## config.mk

```make
export PLATFORM = sky130hd
export DESIGN_NAME = fibo_bcd_engine
export DESIGN_NICKNAME = d
export VERILOG_FILES = /design/src/rtl/fibo_bcd_pkg.sv /design/src/rtl/fibo_bcd_engine_dabble_seq.sv /design/src/rtl/fibo_bcd_engine.sv
export SDC_FILE = /design/constraint.sdc
export NUM_CORES = 1
export LEC_CHECK = 0
export CORE_MARGIN = 3
export CORE_UTILIZATION = 40
export CTS_BUF_LIST = sky130_fd_sc_hd__clkbuf_16
export DETAILED_ROUTE_END_ITERATION = 8
export SETUP_SLACK_MARGIN = 0.15
export SLEW_MARGIN = 40
export SYNTH_ARGS = -nofsm -noshare
export SYNTH_HDL_FRONTEND = slang
export SYNTH_SLANG_ARGS = --single-unit
```

## constraint.sdc

```tcl
create_clock -name clk -period 6.9 [get_ports clk]
set_clock_uncertainty 0.1 [all_clocks]
set_input_delay 1.725 -clock clk [delete_from_list [all_inputs] [get_ports clk]]
set_output_delay 1.725 -clock clk [all_outputs]
set_load 0.02 [all_outputs]
```

## src/rtl/fibo_bcd_pkg.sv

```systemverilog
// Shared definitions for the Fibonacci/BCD engine.
//   state_e          : top-level FSM states (fixed legacy encoding)
//   pow10(d)         : 10**d, usable in constant expressions
//   bcd_nibble_adj() : double-dabble digit correction (>4 then +3)
`timescale 1ns/1ps
package fibo_bcd_pkg;

    typedef enum logic [2:0] {
        S_IDLE = 3'd0,
        S_B2B  = 3'd1,
        S_FIB  = 3'd2,
        S_B2D  = 3'd3,
        S_DONE = 3'd4
    } state_e;

    function automatic longint pow10(input int d);
        longint r;
        r = 1;
        for (int i = 0; i < d; i++) begin
            r = r * 10;
        end
        return r;
    endfunction

    // A digit of 5..9 would exceed 9 after the next doubling; adding 3
    // makes the carry land in the next nibble instead.
    function automatic logic [3:0] bcd_nibble_adj(input logic [3:0] n);
        return (n > 4'd4) ? n + 4'd3 : n;
    endfunction

endpackage

```

## src/rtl/fibo_bcd_engine_dabble_seq.sv

```systemverilog
// Sequential binary-to-BCD converter (shift-and-add-3), one bit per cycle.
//   clk, rst_n : clock, asynchronous active-low reset
//   start      : load bin_in and begin; must only be pulsed when idle
//   bin_in     : FIB_W-bit binary value, must fit in OUT_DIGITS digits
//   done       : high during the FIB_W-th shift cycle after start
//   bcd_next   : BCD value after the current shift; final result when done=1
`timescale 1ns/1ps
module dabble_seq
    import fibo_bcd_pkg::*;
#(
    parameter int FIB_W      = 21,
    parameter int OUT_DIGITS = 6
) (
    input  logic                    clk,
    input  logic                    rst_n,
    input  logic                    start,
    input  logic [FIB_W-1:0]        bin_in,
    output logic                    done,
    output logic [4*OUT_DIGITS-1:0] bcd_next
);

    localparam int OW    = 4 * OUT_DIGITS;
    localparam int CNT_W = $clog2(FIB_W + 1);

    logic [FIB_W-1:0] bin_q, bin_d;
    logic [OW-1:0]    bcd_q, bcd_d, bcd_adj;
    logic [CNT_W-1:0] cnt_q, cnt_d;
    logic             busy_q, busy_d;

    always_comb begin
        for (int i = 0; i < OUT_DIGITS; i++) begin
            bcd_adj[4*i +: 4] = bcd_nibble_adj(bcd_q[4*i +: 4]);
        end
        // Adjust first, then shift in the next binary bit, MSB first.
        bcd_next = {bcd_adj[OW-2:0], bin_q[FIB_W-1]};
        done     = busy_q && (cnt_q == CNT_W'(FIB_W - 1));
    end

    always_comb begin
        // NOTE: every signal gets a default first so no path leaves it unassigned (no latch).
        bin_d  = bin_q;
        bcd_d  = bcd_q;
        cnt_d  = cnt_q;
        busy_d = busy_q;
        if (start) begin
            bin_d  = bin_in;
            bcd_d  = '0;
            cnt_d  = '0;
            busy_d = 1'b1;
        end else if (busy_q) begin
            bin_d = bin_q << 1;
            bcd_d = bcd_next;
            cnt_d = cnt_q + 1'b1;
            if (done) begin
                busy_d = 1'b0;
            end
        end
    end

    // NOTE: state updates use non-blocking assignments so all flops sample the same pre-edge values.
    always_ff @(posedge clk or negedge rst_n) begin
        if (!rst_n) begin
            bin_q  <= '0;
            bcd_q  <= '0;
            cnt_q  <= '0;
            busy_q <= 1'b0;
        end else begin
            bin_q  <= bin_d;
            bcd_q  <= bcd_d;
            cnt_q  <= cnt_d;
            busy_q <= busy_d;
        end
    end

endmodule

```

## src/rtl/fibo_bcd_engine.sv

```systemverilog
// BCD index in, Fibonacci number (or the index itself) out in BCD.
//   clk, rst_n : clock, asynchronous active-low reset
//   start      : request, sampled only while ready=1
//   mode       : 0 = fib(n), 1 = echo n; latched with start
//   bcd_in     : index n, MSD in the top nibble; latched with start
//   ready      : high only when idle
//   done_tick  : one-cycle pulse when bcd_out/overflow/err are valid
//   overflow   : result saturated to all nines
//   err        : an input digit was above 9 (bcd_out forced to 0)
//   bcd_out    : result, MSD in the top nibble; held until next done_tick
`timescale 1ns/1ps
module fibo_bcd_engine
    import fibo_bcd_pkg::*;
#(
    parameter int IN_DIGITS  = 2,
    parameter int OUT_DIGITS = 6,
    parameter int FIB_W      = 21
) (
    input  logic                    clk,
    input  logic                    rst_n,
    input  logic                    start,
    input  logic                    mode,
    input  logic [4*IN_DIGITS-1:0]  bcd_in,
    output logic                    ready,
    output logic                    done_tick,
    output logic                    overflow,
    output logic                    err,
    output logic [4*OUT_DIGITS-1:0] bcd_out
);

    localparam int     IW        = 4 * IN_DIGITS;
    localparam int     OW        = 4 * OUT_DIGITS;
    localparam longint MAX_DEC   = pow10(OUT_DIGITS) - 1;
    localparam int     ACC_W     = $clog2(pow10(IN_DIGITS));
    localparam int     DC_W      = $clog2(IN_DIGITS + 1);
    localparam logic [FIB_W-1:0] MAX_DEC_B = FIB_W'(MAX_DEC);

    // t0+t1 is at most 2*MAX_DEC thanks to the early saturation exit,
    // so that sum must fit in FIB_W bits; the index must fit as well.
    if ((2 * MAX_DEC >= (longint'(1) << FIB_W)) || (ACC_W > FIB_W)) begin : g_bad_fib_w
        $error("fibo_bcd_engine: FIB_W too small for OUT_DIGITS/IN_DIGITS");
    end

    state_e            state_q, state_d;
    logic [IW-1:0]     din_q, din_d;
    logic              mode_q, mode_d;
    logic [DC_W-1:0]   dig_cnt_q, dig_cnt_d;
    logic [ACC_W-1:0]  acc_q, acc_d;
    logic [ACC_W-1:0]  cnt_q, cnt_d;
    logic [FIB_W-1:0]  t0_q, t0_d, t1_q, t1_d;
    logic              err_q, err_d;
    logic              ovf_q, ovf_d;
    logic [OW-1:0]     bcd_out_q, bcd_out_d;

    logic [3:0]        digit;
    logic [ACC_W-1:0]  acc_new;
    logic              dab_start;
    logic [FIB_W-1:0]  dab_bin;
    logic              dab_done;
    logic [OW-1:0]     dab_bcd;

    dabble_seq #(
        .FIB_W      (FIB_W),
        .OUT_DIGITS (OUT_DIGITS)
    ) u_dabble (
        .clk      (clk),
        .rst_n    (rst_n),
        .start    (dab_start),
        .bin_in   (dab_bin),
        .done     (dab_done),
        .bcd_next (dab_bcd)
    );

    always_comb begin
        state_d   = state_q;
        din_d     = din_q;
        mode_d    = mode_q;
        dig_cnt_d = dig_cnt_q;
        acc_d     = acc_q;
        cnt_d     = cnt_q;
        t0_d      = t0_q;
        t1_d      = t1_q;
        err_d     = err_q;
        ovf_d     = ovf_q;
        bcd_out_d = bcd_out_q;
        dab_start = 1'b0;
        dab_bin   = '0;

        // The latched index shifts left each B2B cycle, so the top nibble
        // is always the next digit to fold in.
        digit   = din_q[IW-1 -: 4];
        acc_new = acc_q * ACC_W'(10) + ACC_W'(digit);

        case (state_q)
            S_IDLE: begin
                if (start) begin
                    din_d     = bcd_in;
                    mode_d    = mode;
                    dig_cnt_d = '0;
                    acc_d     = '0;
                    err_d     = 1'b0;
                    ovf_d     = 1'b0;
                    state_d   = S_B2B;
                end
            end

            S_B2B: begin
                acc_d     = acc_new;
                din_d     = din_q << 4;
                dig_cnt_d = dig_cnt_q + 1'b1;
                err_d     = err_q | (digit > 4'd9);
                if (dig_cnt_q == DC_W'(IN_DIGITS - 1)) begin
                    if (err_d) begin
                        bcd_out_d = '0;
                        state_d   = S_DONE;
                    end else if (mode_q) begin
                        dab_start = 1'b1;
                        dab_bin   = FIB_W'(acc_new);
                        state_d   = S_B2D;
                    end else begin
                        cnt_d   = acc_new;
                        t0_d    = '0;
                        t1_d    = FIB_W'(1);
                        state_d = S_FIB;
                    end
                end
            end

            S_FIB: begin
                if (cnt_q == '0) begin
                    // Only reached for n=0: fib(0) is still in t0.
                    dab_start = 1'b1;
                    dab_bin   = t0_q;
                    state_d   = S_B2D;
                end else if (t1_q > MAX_DEC_B) begin
                    ovf_d     = 1'b1;
                    bcd_out_d = {OUT_DIGITS{4'h9}};
                    state_d   = S_DONE;
                end else begin
                    t0_d  = t1_q;
                    t1_d  = t0_q + t1_q;
                    cnt_d = cnt_q - 1'b1;
                    // On the last step the new t0 (= current t1) is fib(n);
                    // hand it off now to keep FIB occupancy at exactly n cycles.
                    if (cnt_q == ACC_W'(1)) begin
                        dab_start = 1'b1;
                        dab_bin   = t1_q;
                        state_d   = S_B2D;
                    end
                end
            end

            S_B2D: begin
                if (dab_done) begin
                    bcd_out_d = dab_bcd;
                    state_d   = S_DONE;
                end
            end

            S_DONE: begin
                state_d = S_IDLE;
            end

            default: begin
                state_d = S_IDLE;
            end
        endcase
    end

    always_ff @(posedge clk or negedge rst_n) begin
        if (!rst_n) begin
            state_q   <= S_IDLE;
            din_q     <= '0;
            mode_q    <= 1'b0;
            dig_cnt_q <= '0;
            acc_q     <= '0;
            cnt_q     <= '0;
            t0_q      <= '0;
            t1_q      <= '0;
            err_q     <= 1'b0;
            ovf_q     <= 1'b0;
            bcd_out_q <= '0;
        end else begin
            state_q   <= state_d;
            din_q     <= din_d;
            mode_q    <= mode_d;
            dig_cnt_q <= dig_cnt_d;
            acc_q     <= acc_d;
            cnt_q     <= cnt_d;
            t0_q      <= t0_d;
            t1_q      <= t1_d;
            err_q     <= err_d;
            ovf_q     <= ovf_d;
            bcd_out_q <= bcd_out_d;
        end
    end

    assign ready     = (state_q == S_IDLE);
    assign done_tick = (state_q == S_DONE);
    assign overflow  = ovf_q;
    assign err       = err_q;
    assign bcd_out   = bcd_out_q;

endmodule

```

==> results.py <==
metrics = {
    "logic_synthesis": {
        "syn_inst": 859,
        "avgSynthCellArea_um2": 9.44,
        "async_flop_share_pct": 100,
        "ys.flop_type": "dfrtp_1",
        "synth_edf_count": 0,
        "ys_warn_count": 0,
        "synth_cell_types": 59,
        "ys_ff_latch": 146,
        "synth_nets": 912,
        "syn_area_mm2": 0.00811,
        "ys_seq_area_share_pct": 45.1,
    },
    "floorplan": {
        "rows": 51,
        "start_util_pct": 41.1,
        "ios": 40,
        "die_h_um": 148,
        "die_w_um": 148,
        "dieArea_mm2": 0.0220,
        "core-area_mm2": 0.0197,
    },
    "worst_hold_path": {
        "hold_path.class": "reg2reg",
        "hold_start": "cnt_q[6]",
    },
    "place": {
        "port_buffers": 39,
        "dpl-instance-area_mm2": 0.00867,
        "routabilityCongestion": 0.848,
        "dp_hpwl_um": 12000,
    },
    "setup_path": {
        "max_stage_delay_ps": 690,
        "path_cells": "nor3_1, clkdlybuf4s50_1",
        "endpoint_kind": "primary output",
        "crit_buf_inv": 1,
        "slowest_stage": "clkdlybuf4s50_1",
        "regToRegStartpoint": "state_q[0]",
        "critical_path_class": "reg2out",
        "worstPathRequired_ps": 5080,
        "cp.arrival_ps": 2240,
        "crit_start": "state_q[0]",
        "crit_fanout": 23,
        "crit_path_start_kind": "register",
        "path_delay_family": "buffers and inverters",
        "r2r_slack_ps": 2950,
    },
    "global_route": {
        "overflow": 0,
        "track_usage_pct": 16.9,
        "grt_pass1_vias": 5899,
        "grt_max_degree": 98,
        "antenna_found_initial": 0,
        "grt_first_pass_wirelength_um": 30200,
    },
    "clocking": {
        "cts_max_level": 4,
        "clkTransAtPathRegs_ps": 60,
        "ctsResizeCount": 0,
        "cts_root_buf": "clkbuf_16",
        "hold_buffers": 0,
        "cts_buffers": 17,
        "cts_tree": "yes",
        "cts_buffer_depth": 2,
        "clock_sinks": 146,
        "cts_setup_buffers": 0,
        "clk_latency_ps": 420,
    },
    "route": {
        "avgRoutedWirePerCell_um": 15.4,
        "drt_wl_total_um": 17800,
        "firstDrtPassIters": 6,
        "ant_nets": 0,
        "via_count": 6160,
        "vias_per_cell": 5.35,
        "drtIter0Drc": 325,
        "drc": 0,
    },
    "sta": {
        "rsz0062_at_grt": "false",
        "tightest_slew_ps": 750,
        "setup_tns_ps": 0,
        "finalSetupViolCount": 0,
        "fin_crit_ps": 4060,
        "timing.fmax_ghz": 0.246,
        "hold_violations": 0,
        "relSlewSlack_pct": 50.0,
        "min_period_over_period_pct": 58.9,
        "slew_viol_final": 0,
    },
    "power_and_ir_drop": {
        "p_sw_mw": 0.393,
        "clkPwrFrac_pct": 52.8,
        "p_per_area_mw_per_mm2": 200,
        "pwr-share-comb_pct": 1.3,
        "seqPwrFrac_pct": 45.9,
        "leakage_nw": 4.27,
        "ir_drop_v": 0.000160,
        "swShare_pct": 21.1,
        "p_int_mw": 1.47,
    },
    "final_layout": {
        "final_area_mm2": 0.00931,
        "antennaDiodeCount": 0,
        "area_growth_pct": 14.8,
        "num-fill-cells": 1856,
        "drive_gt1_share_pct": 8.91,
        "nets": 927,
    },
    "run": {
        "drv_cap": 0,
    },
    "run_status": {
        "status": "finished clean",
    },
}
## power groups by stage
stage / Combinational [mW] / Clock (mW) / Sequential (mW)
floorplan: 0.000125 / 0 / 0.872
global placement: 0.0251 / 0 / 0.872
detailed placement: 0.0254 / 0 / 0.872
CTS: 0.0256 / 1.01 / 0.856
global route: 0.0279 / 1.05 / 0.855
finish: 0.0239 / 0.985 / 0.856
## sequential cells by signal, summed over array words and instances (netlist names), 6 cells and up
| name | cells |
|---|---|
| bcd_out | 24 |
| u_dabble.bcd_q | 24 |
| t0_q | 21 |
| t1_q | 21 |
| u_dabble.bin_q | 21 |
| din_q | 8 |
| cnt_q | 7 |
| acc_q | 6 |
## stage by stage
stage                     util (%)  setup WS (ps)  hold slack [ps]  std cells  total power, mW
after floorplan                  -           3730              351        859            0.872
after global placement        43.9           3050              380       1120            0.897
after detailed placement      44.0           2990              377       1120            0.897
after CTS                     47.2           2810              393       1152             1.89
after global routing          47.2           2630              420       1152             1.93
final                         47.2           2840              393       1152             1.86
## routing by layer
| metal | vias up | global-route usage (%) | wire length (µm) |
|---|---|---|---|
| met5 | - | 0 | 0 |
| met4 | 0 | 4.71 | 186 |
| met3 | 13 | 3.26 | 577 |
| met2 | 95 | 26.4 | 8240 |
| met1 | 2965 | 24.1 | 8750 |
| li1 | 3087 | - | - |
## path summary, 6_finish.rpt
path / end / cells past startpoint
setup / recovery: ready / 2
hold / removal: cnt_q[6] / 2
setup reg to reg: u_dabble.bin_q[19] / 8
hold reg to reg: cnt_q[6] / 2
max in group asynchronous: u_dabble.bin_q[17] / 2
min in group asynchronous: din_q[3] / 1
## placed cells by master, fill, tap and decap left out, drive strengths merged, types with 13 or more instances in the layout
cell type      netlist  final
dfrtp              146    146
nand2               86     86
o21ai               74     74
nor2                63     63
a21oi               55     55
nand3               53     53
inv                 43     46
ha                  38     38
clkdlybuf4s50        0     38
mux2i               31     31
mux2                27     27
xor2                17     17
xnor2               17     17
a211oi              17     17
clkbuf              34     17
and3                16     16
nor3                14     14
a22oi               13     13
## cell type report
type / count / area, µm² / share of cell area (%)
Timing Repair Buffer: 47 / 459 / 4.93
Clock buffer: 17 / 425 / 4.57
Clock inverter: 15 / 206 / 2.22
Tap cell: 265 / 332 / 3.56
Inverter: 43 / 161 / 1.73
Sequential cell: 146 / 3650 / 39.3
Multi-Input combinational cell: 619 / 4070 / 43.7
## Yosys cell counts (3+ instances only)
cell / instances / area (µm²)
a211oi_1: 17 / 128
a21o_1: 5 / 37.5
a21oi_1: 55 / 275
a222oi_1: 6 / 60.1
a22oi_1: 13 / 97.6
a31oi_1: 9 / 56.3
and2_1: 4 / 25.0
and3_1: 16 / 100
buf_1: 3 / 11.3
buf_2: 11 / 55.1
buf_6: 3 / 33.8
clkbuf_1: 32 / 120
dfrtp_1: 146 / 3650
fa_1: 3 / 60.1
ha_1: 38 / 475
inv_1: 43 / 161
mux2_2: 27 / 304
mux2i_1: 31 / 310
nand2_1: 85 / 319
nand2b_1: 5 / 31.3
nand3_1: 53 / 265
nand4_1: 6 / 37.5
nor2_1: 63 / 236
nor2b_1: 6 / 37.5
nor3_1: 13 / 65.1
nor3b_1: 7 / 52.6
o211ai_1: 3 / 22.5
o21a_1: 4 / 30.0
o21ai_0: 73 / 365
o22ai_1: 7 / 43.8
o31a_1: 3 / 26.3
xnor2_1: 17 / 149
xor2_1: 17 / 149
## worst min-delay path, cell delays in order, from the launching register on
cell and delay (ps):
dfrtp_1 350, nand2_1 50, o21ai_0 60
## cell families (layout without fill, tap and decap cells)
group | after synthesis | count (layout) | synth area share [%]
and+or+nand+nor | 273 | 273 | 16.2
AOI/OAI and AO/OA | 213 | 213 | 16.1
DFF | 146 | 146 | 45.1
buffers and inverters | 94 | 122 | 4.83
muxes | 58 | 58 | 7.58
adders and majority gates | 41 | 41 | 6.60
xor gates and xnor gates | 34 | 34 | 3.67
Note: power is estimated with default switching activity, not from simulation.
